==> src/rtl/joypad_scanner.sv <==
// rtl/joypad_scanner.sv - NES pad scanner with core passthrough; JOYPAD_DEBOUNCE_EN enables two-scan agreement on buttons
module joypad_scanner #(
    parameter int HALF_PERIOD   = 64,
    parameter int STROBE_CYCLES = 128,
    parameter int SCAN_PERIOD   = 357954
) (
    input  logic       clock,
    input  logic       reset_n,
    input  logic       passthru,
    input  logic       scan_req,
    input  logic       nes_strobe,
    input  logic       nes_clock,
    output logic       nes_data,
    input  logic       joy_data,
    output logic       joy_strobe,
    output logic       joy_clock,
    output logic [7:0] buttons,
    output logic       valid,
    output logic       busy
);

    localparam int MAXP_A = (HALF_PERIOD > STROBE_CYCLES) ? HALF_PERIOD : STROBE_CYCLES;
    localparam int MAXP   = (SCAN_PERIOD > MAXP_A) ? SCAN_PERIOD : MAXP_A;
    localparam int CW     = $clog2(MAXP) + 1;

    localparam logic [CW-1:0] HP_LAST = CW'(HALF_PERIOD - 1);
    localparam logic [CW-1:0] SB_LAST = CW'(STROBE_CYCLES - 1);
    localparam logic [CW-1:0] SP_LAST = CW'((SCAN_PERIOD > 0) ? (SCAN_PERIOD - 1) : 0);

    typedef enum logic [2:0] {
        IDLE,
        STROBE,
        SETTLE,
        CLK_HI,
        CLK_LO,
        DONE
    } state_t;

    state_t        state_q, state_d;
    logic [CW-1:0] cnt_q, cnt_d;
    logic [CW-1:0] timer_q, timer_d;
    logic [2:0]    bit_q, bit_d;
    logic [7:0]    shift_q, shift_d;
    logic [7:0]    buttons_q, buttons_d;
    logic          pending_q, pending_d;
    logic          strobe_q, strobe_d;
    logic          clk_q, clk_d;
    logic          valid_q, valid_d;
    logic          nes_data_q, nes_data_d;
`ifdef JOYPAD_DEBOUNCE_EN
    logic [7:0]    raw_q, raw_d;
`endif

    logic timer_hit;
    logic any_req;
    logic start;
    logic pt_active;

    // Free-running scan period timer; a wrap is an auto-scan request
    always_comb begin
        timer_d   = '0;
        timer_hit = 1'b0;
        if (SCAN_PERIOD > 0) begin
            if (timer_q == SP_LAST) begin
                timer_d   = '0;
                timer_hit = 1'b1;
            end else begin
                timer_d = timer_q + 1'b1;
            end
        end
    end

    // Request arbitration: the core owns the pins only while idle, so requests wait in pending
    always_comb begin
        any_req   = scan_req | timer_hit;
        pt_active = (state_q == IDLE) && passthru;
        start     = (state_q == IDLE) && !passthru && (any_req || pending_q);
        pending_d = pending_q;
        if (start) begin
            pending_d = 1'b0;
        end else if (any_req) begin
            pending_d = 1'b1;
        end
    end

    // Scan sequencer: next state, phase counter, bit capture and result update
    always_comb begin
        state_d   = state_q;
        cnt_d     = cnt_q;
        bit_d     = bit_q;
        shift_d   = shift_q;
        buttons_d = buttons_q;
        valid_d   = 1'b0;
`ifdef JOYPAD_DEBOUNCE_EN
        raw_d     = raw_q;
`endif
        case (state_q)
            IDLE: begin
                if (start) begin
                    state_d = STROBE;
                    cnt_d   = '0;
                    bit_d   = '0;
                    shift_d = '0;
                end
            end
            STROBE: begin
                if (cnt_q == SB_LAST) begin
                    state_d = SETTLE;
                    cnt_d   = '0;
                end else begin
                    cnt_d = cnt_q + 1'b1;
                end
            end
            SETTLE: begin
                if (cnt_q == HP_LAST) begin
                    shift_d[0] = ~joy_data;
                    bit_d      = 3'd1;
                    state_d    = CLK_HI;
                    cnt_d      = '0;
                end else begin
                    cnt_d = cnt_q + 1'b1;
                end
            end
            CLK_HI: begin
                if (cnt_q == HP_LAST) begin
                    state_d = CLK_LO;
                    cnt_d   = '0;
                end else begin
                    cnt_d = cnt_q + 1'b1;
                end
            end
            CLK_LO: begin
                if (cnt_q == HP_LAST) begin
                    shift_d[bit_q] = ~joy_data;
                    cnt_d          = '0;
                    if (bit_q == 3'd7) begin
                        state_d = DONE;
                    end else begin
                        bit_d   = bit_q + 1'b1;
                        state_d = CLK_HI;
                    end
                end else begin
                    cnt_d = cnt_q + 1'b1;
                end
            end
            DONE: begin
                state_d = IDLE;
                valid_d = 1'b1;
`ifdef JOYPAD_DEBOUNCE_EN
                if (shift_q == raw_q) begin
                    buttons_d = shift_q;
                end
                raw_d = shift_q;
`else
                buttons_d = shift_q;
`endif
            end
            default: begin
                state_d = IDLE;
                cnt_d   = '0;
                bit_d   = '0;
            end
        endcase
    end

    // Pin registers follow the next state so they toggle exactly with the phase boundaries
    always_comb begin
        strobe_d   = (state_d == STROBE);
        clk_d      = (state_d == CLK_HI);
        nes_data_d = pt_active ? joy_data : 1'b1;
    end

    // State and datapath registers
    always_ff @(posedge clock) begin
        if (!reset_n) begin
            state_q    <= IDLE;
            cnt_q      <= '0;
            timer_q    <= '0;
            bit_q      <= '0;
            shift_q    <= '0;
            buttons_q  <= '0;
            pending_q  <= 1'b0;
            strobe_q   <= 1'b0;
            clk_q      <= 1'b0;
            valid_q    <= 1'b0;
            nes_data_q <= 1'b1;
        end else begin
            state_q    <= state_d;
            cnt_q      <= cnt_d;
            timer_q    <= timer_d;
            bit_q      <= bit_d;
            shift_q    <= shift_d;
            buttons_q  <= buttons_d;
            pending_q  <= pending_d;
            strobe_q   <= strobe_d;
            clk_q      <= clk_d;
            valid_q    <= valid_d;
            nes_data_q <= nes_data_d;
        end
    end

`ifdef JOYPAD_DEBOUNCE_EN
    // Raw byte of the previous scan for the agreement check
    always_ff @(posedge clock) begin
        if (!reset_n) begin
            raw_q <= '0;
        end else begin
            raw_q <= raw_d;
        end
    end
`endif

    assign joy_strobe = pt_active ? nes_strobe : strobe_q;
    assign joy_clock  = pt_active ? nes_clock  : clk_q;
    assign nes_data   = nes_data_q;
    assign buttons    = buttons_q;
    assign valid      = valid_q;
    assign busy       = (state_q != IDLE);

endmodule

==> config.mk <==
export PLATFORM = sky130hd
export DESIGN_NAME = joypad_scanner
export DESIGN_NICKNAME = d
export VERILOG_FILES = /design/src/rtl/joypad_scanner.sv
export SDC_FILE = /design/constraint.sdc
export NUM_CORES = 1
export LEC_CHECK = 0
export CORE_MARGIN = 10
export CORE_UTILIZATION = 28
export CTS_CLUSTER_SIZE = 24
export DETAILED_ROUTE_END_ITERATION = 10
export HOLD_SLACK_MARGIN = 0.03
export PLACE_DENSITY = 0.47
export SETUP_SLACK_MARGIN = 0.05
export SKIP_CTS_REPAIR_TIMING = 1
export SYNTH_ARGS = -nofsm -noshare
export SYNTH_HDL_FRONTEND = slang
export SYNTH_SLANG_ARGS = --single-unit
==> constraint.sdc <==
create_clock -name clock -period 2.19 [get_ports clock]
set_input_delay 0.438 -clock clock [delete_from_list [all_inputs] [get_ports clock]]
set_output_delay 0.438 -clock clock [all_outputs]
set_load 0.01 [all_outputs]
==> out/metrics.cfg <==
[die]
io_pins = 20
initial_core_util_pct = 28.7
dieWidth_um = 131
die_area_um2 = 17100
die_h_um = 131
core.rowCount = 40
core_um2 = 12000

[yosys]
synthTopCellsByArea = dfxtp_1 (39%), nand2_1 (6.3%), nor2_1 (5.5%)
yosysMostFrequentCell = dfxtp_1
postSynthCellCount = 426
synth-edff-count = 0
ys_seq_area_share_pct = 39.0
yosys.area.top_type_share_pct = 39.0
syn_area_um2 = 3440
synth_nets = 438
async_reset_ff_share_pct = 0
synthDistinctLibCells = 59
synth-main-ff-cell = dfxtp_1
synth_common_cells = dfxtp_1 (67), nand2_1 (58), nor2_1 (50)
yosysWarnings = 0
avgSynthCellArea_um2 = 8.08
synth_seq_cells = 67
yosysTopAreaCell = dfxtp_1

[status]
status = complete, no violations

[timing]
setup_viol = 0
fmax_mhz = 485
relSlewSlack_pct = 67.1
slew_viol_final = 0
worst_pin_slew_ns = 0.493
finalCritPeriodShare_pct = 94.1
finalHoldViolations = 0
fin_tns_setup_ns = 0
fin_skew_ns = 0.00736
fin_crit_ns = 2.06
rsz0062_at_grt = false

[layout]
stdcell_count = 611
syn2layout_area_growth_pct = 22.8
diodes = 0
nNetsFinal = 472
fin_util_pct = 35.2
drive_above_1_share_pct = 13.6
fillerInstances = 1256

[place]
hpwl_mm = 5.98
gp_congestion = 0.800
place_inst = 596
port_buffers = 19

[worst_setup_path]
cp.required_ns = 1.75
arrival_ns = 1.62
cp-start-kind = register
setup.worst_path.class = register to output pin
critPathCaptureType = output pin
crit_fanout = 4

[power_and_ir_drop]
leakage_nw = 1.51
vdd_drop_max_mv = 0.565
p_per_area_nw_per_um2 = 668
power_w = 0.00282

[flow_run]
cap_violations = 0

[min_path]
hp-class = register to register

[routing]
wirelength_mm = 8.27
drc = 0
initialDrtViolationCount = 195
via_per_inst = 4.97
ant_nets = 0
dr_total_vias = 3034
dr.pass1.iters = 4
wl_per_cell_um = 13.5

[clock_network]
clk_latency_ns = 0.34
root_buffer = clkbuf_16
path_clk_slew_ns = 0.06
tritoncts = built
clockBufferDepth = 2
cts_buffers = 9
cts.sinks = 67
cts_max_level = 3

[global_route]
antenna_found_initial = 0
grt_pass1_wl_mm = 14.0
grt_overflow = 0
grt_max_degree = 35
grt_usage_pct = 10.2
grt_pass1_vias = 2908

-- area by class of cell --
| type | instances | area, um2 | area share (%) |
|---|---|---|---|
| multi-input cells | 331 | 1990 | 47.2 |
| flip-flops and latches | 67 | 1340 | 31.7 |
| repair buffers | 41 | 385 | 9.12 |
| clock buffers | 9 | 225 | 5.33 |
| well taps | 147 | 184 | 4.35 |
| clock inverters | 6 | 57.6 | 1.36 |
| inverters | 10 | 37.5 | 0.888 |
-- flip-flops by register name (all words and copies together), names as in the netlist --
register,count
nes_data,1
timer_q,20
pending_q,1
shift_q,8
strobe_q,1
valid,1
state_q,3
clk_q,1
cnt_q,20
bit_q,3
buttons,8
-- final timing paths --
path	start	cells after the start	slack, ns	end
max	state_q[2]$_SDFF_PN0_	4	0.13	busy
min	shift_q[2]$_SDFFE_PN0P_	2	0.46	buttons[2]$_SDFFE_PN0P_
max reg2reg	timer_q[1]$_SDFF_PP0_	8	0.17	bit_q[1]$_SDFFE_PN0P_
min reg2reg	shift_q[2]$_SDFFE_PN0P_	2	0.46	buttons[2]$_SDFFE_PN0P_
-- cell usage in the layout (no fill, tap or decap), drive strengths merged, types with 2 or more instances in the layout --
| cell type | count |
|---|---|
| mux2i | 3 |
| o31ai | 2 |
| nor2b | 10 |
| and3b | 3 |
| xnor2 | 7 |
| a31oi | 11 |
| clkbuf | 9 |
| clkinv | 4 |
| ha | 5 |
| nand4 | 8 |
| o31a | 2 |
| mux2 | 2 |
| clkdlybuf4s50 | 17 |
| xor2 | 15 |
| nand4b | 3 |
| or3 | 3 |
| nor2 | 51 |
| buf | 22 |
| or2 | 4 |
| a21oi | 23 |
| nand2b | 3 |
| nand2 | 58 |
| nand3 | 23 |
| o22ai | 2 |
| a211oi | 2 |
| o21ai | 29 |
| nor4 | 14 |
| dfxtp | 67 |
| and2 | 5 |
| nor4bb | 2 |
| inv | 10 |
| a22oi | 2 |
| and3 | 8 |
| nor3 | 11 |
| a21boi | 10 |
| dlymetal6s2s | 2 |
-- stage by stage --
stage	hold slack, ns	worst slack (ns)	area [um2]
6_report	0.458	0.130	4230
5_1_grt	0.478	0.0524	4230
4_1_cts	0.464	-0.125	4200
3_5_place_dp	0.455	-0.120	3920
3_3_place_gp	0.453	-0.144	3920
2_1_floorplan	0.438	0.199	3440
-- kinds of logic after synthesis --
family	share of synthesized area, %
buffers and inverters	3.56
AND/OR/NAND/NOR	32.1
adder cells (fa/ha/maj)	1.82
flip-flops	39.0
multiplexers	1.53
XOR/XNOR	5.60
AO/OA/AOI/OAI	16.5
-- critical path, stage by stage, from the launching register on --
cell             delay, ns
dfxtp_1               0.32
nor3_2                0.23
buf_4                 0.16
inv_1                 0.08
clkdlybuf4s50_1       0.49
-- layer usage --
layer,vias up,global-route usage (%),part of all wire (%)
met4,0,4.71,1.4
met1,1409,12.2,48
met5,-,0,0
li1,1578,-,-
met2,38,16.6,48
met3,9,2.82,3.5
-- power by group --
part	total, W	internal (W)	switching [W]
logic	0.000188	0.0000826	0.000106
registers	0.00125	0.00123	0.0000118
clock network	0.00139	0.000865	0.000523
total	0.00282	0.00218	0.000641
Note: power is estimated with default switching activity, not from simulation.
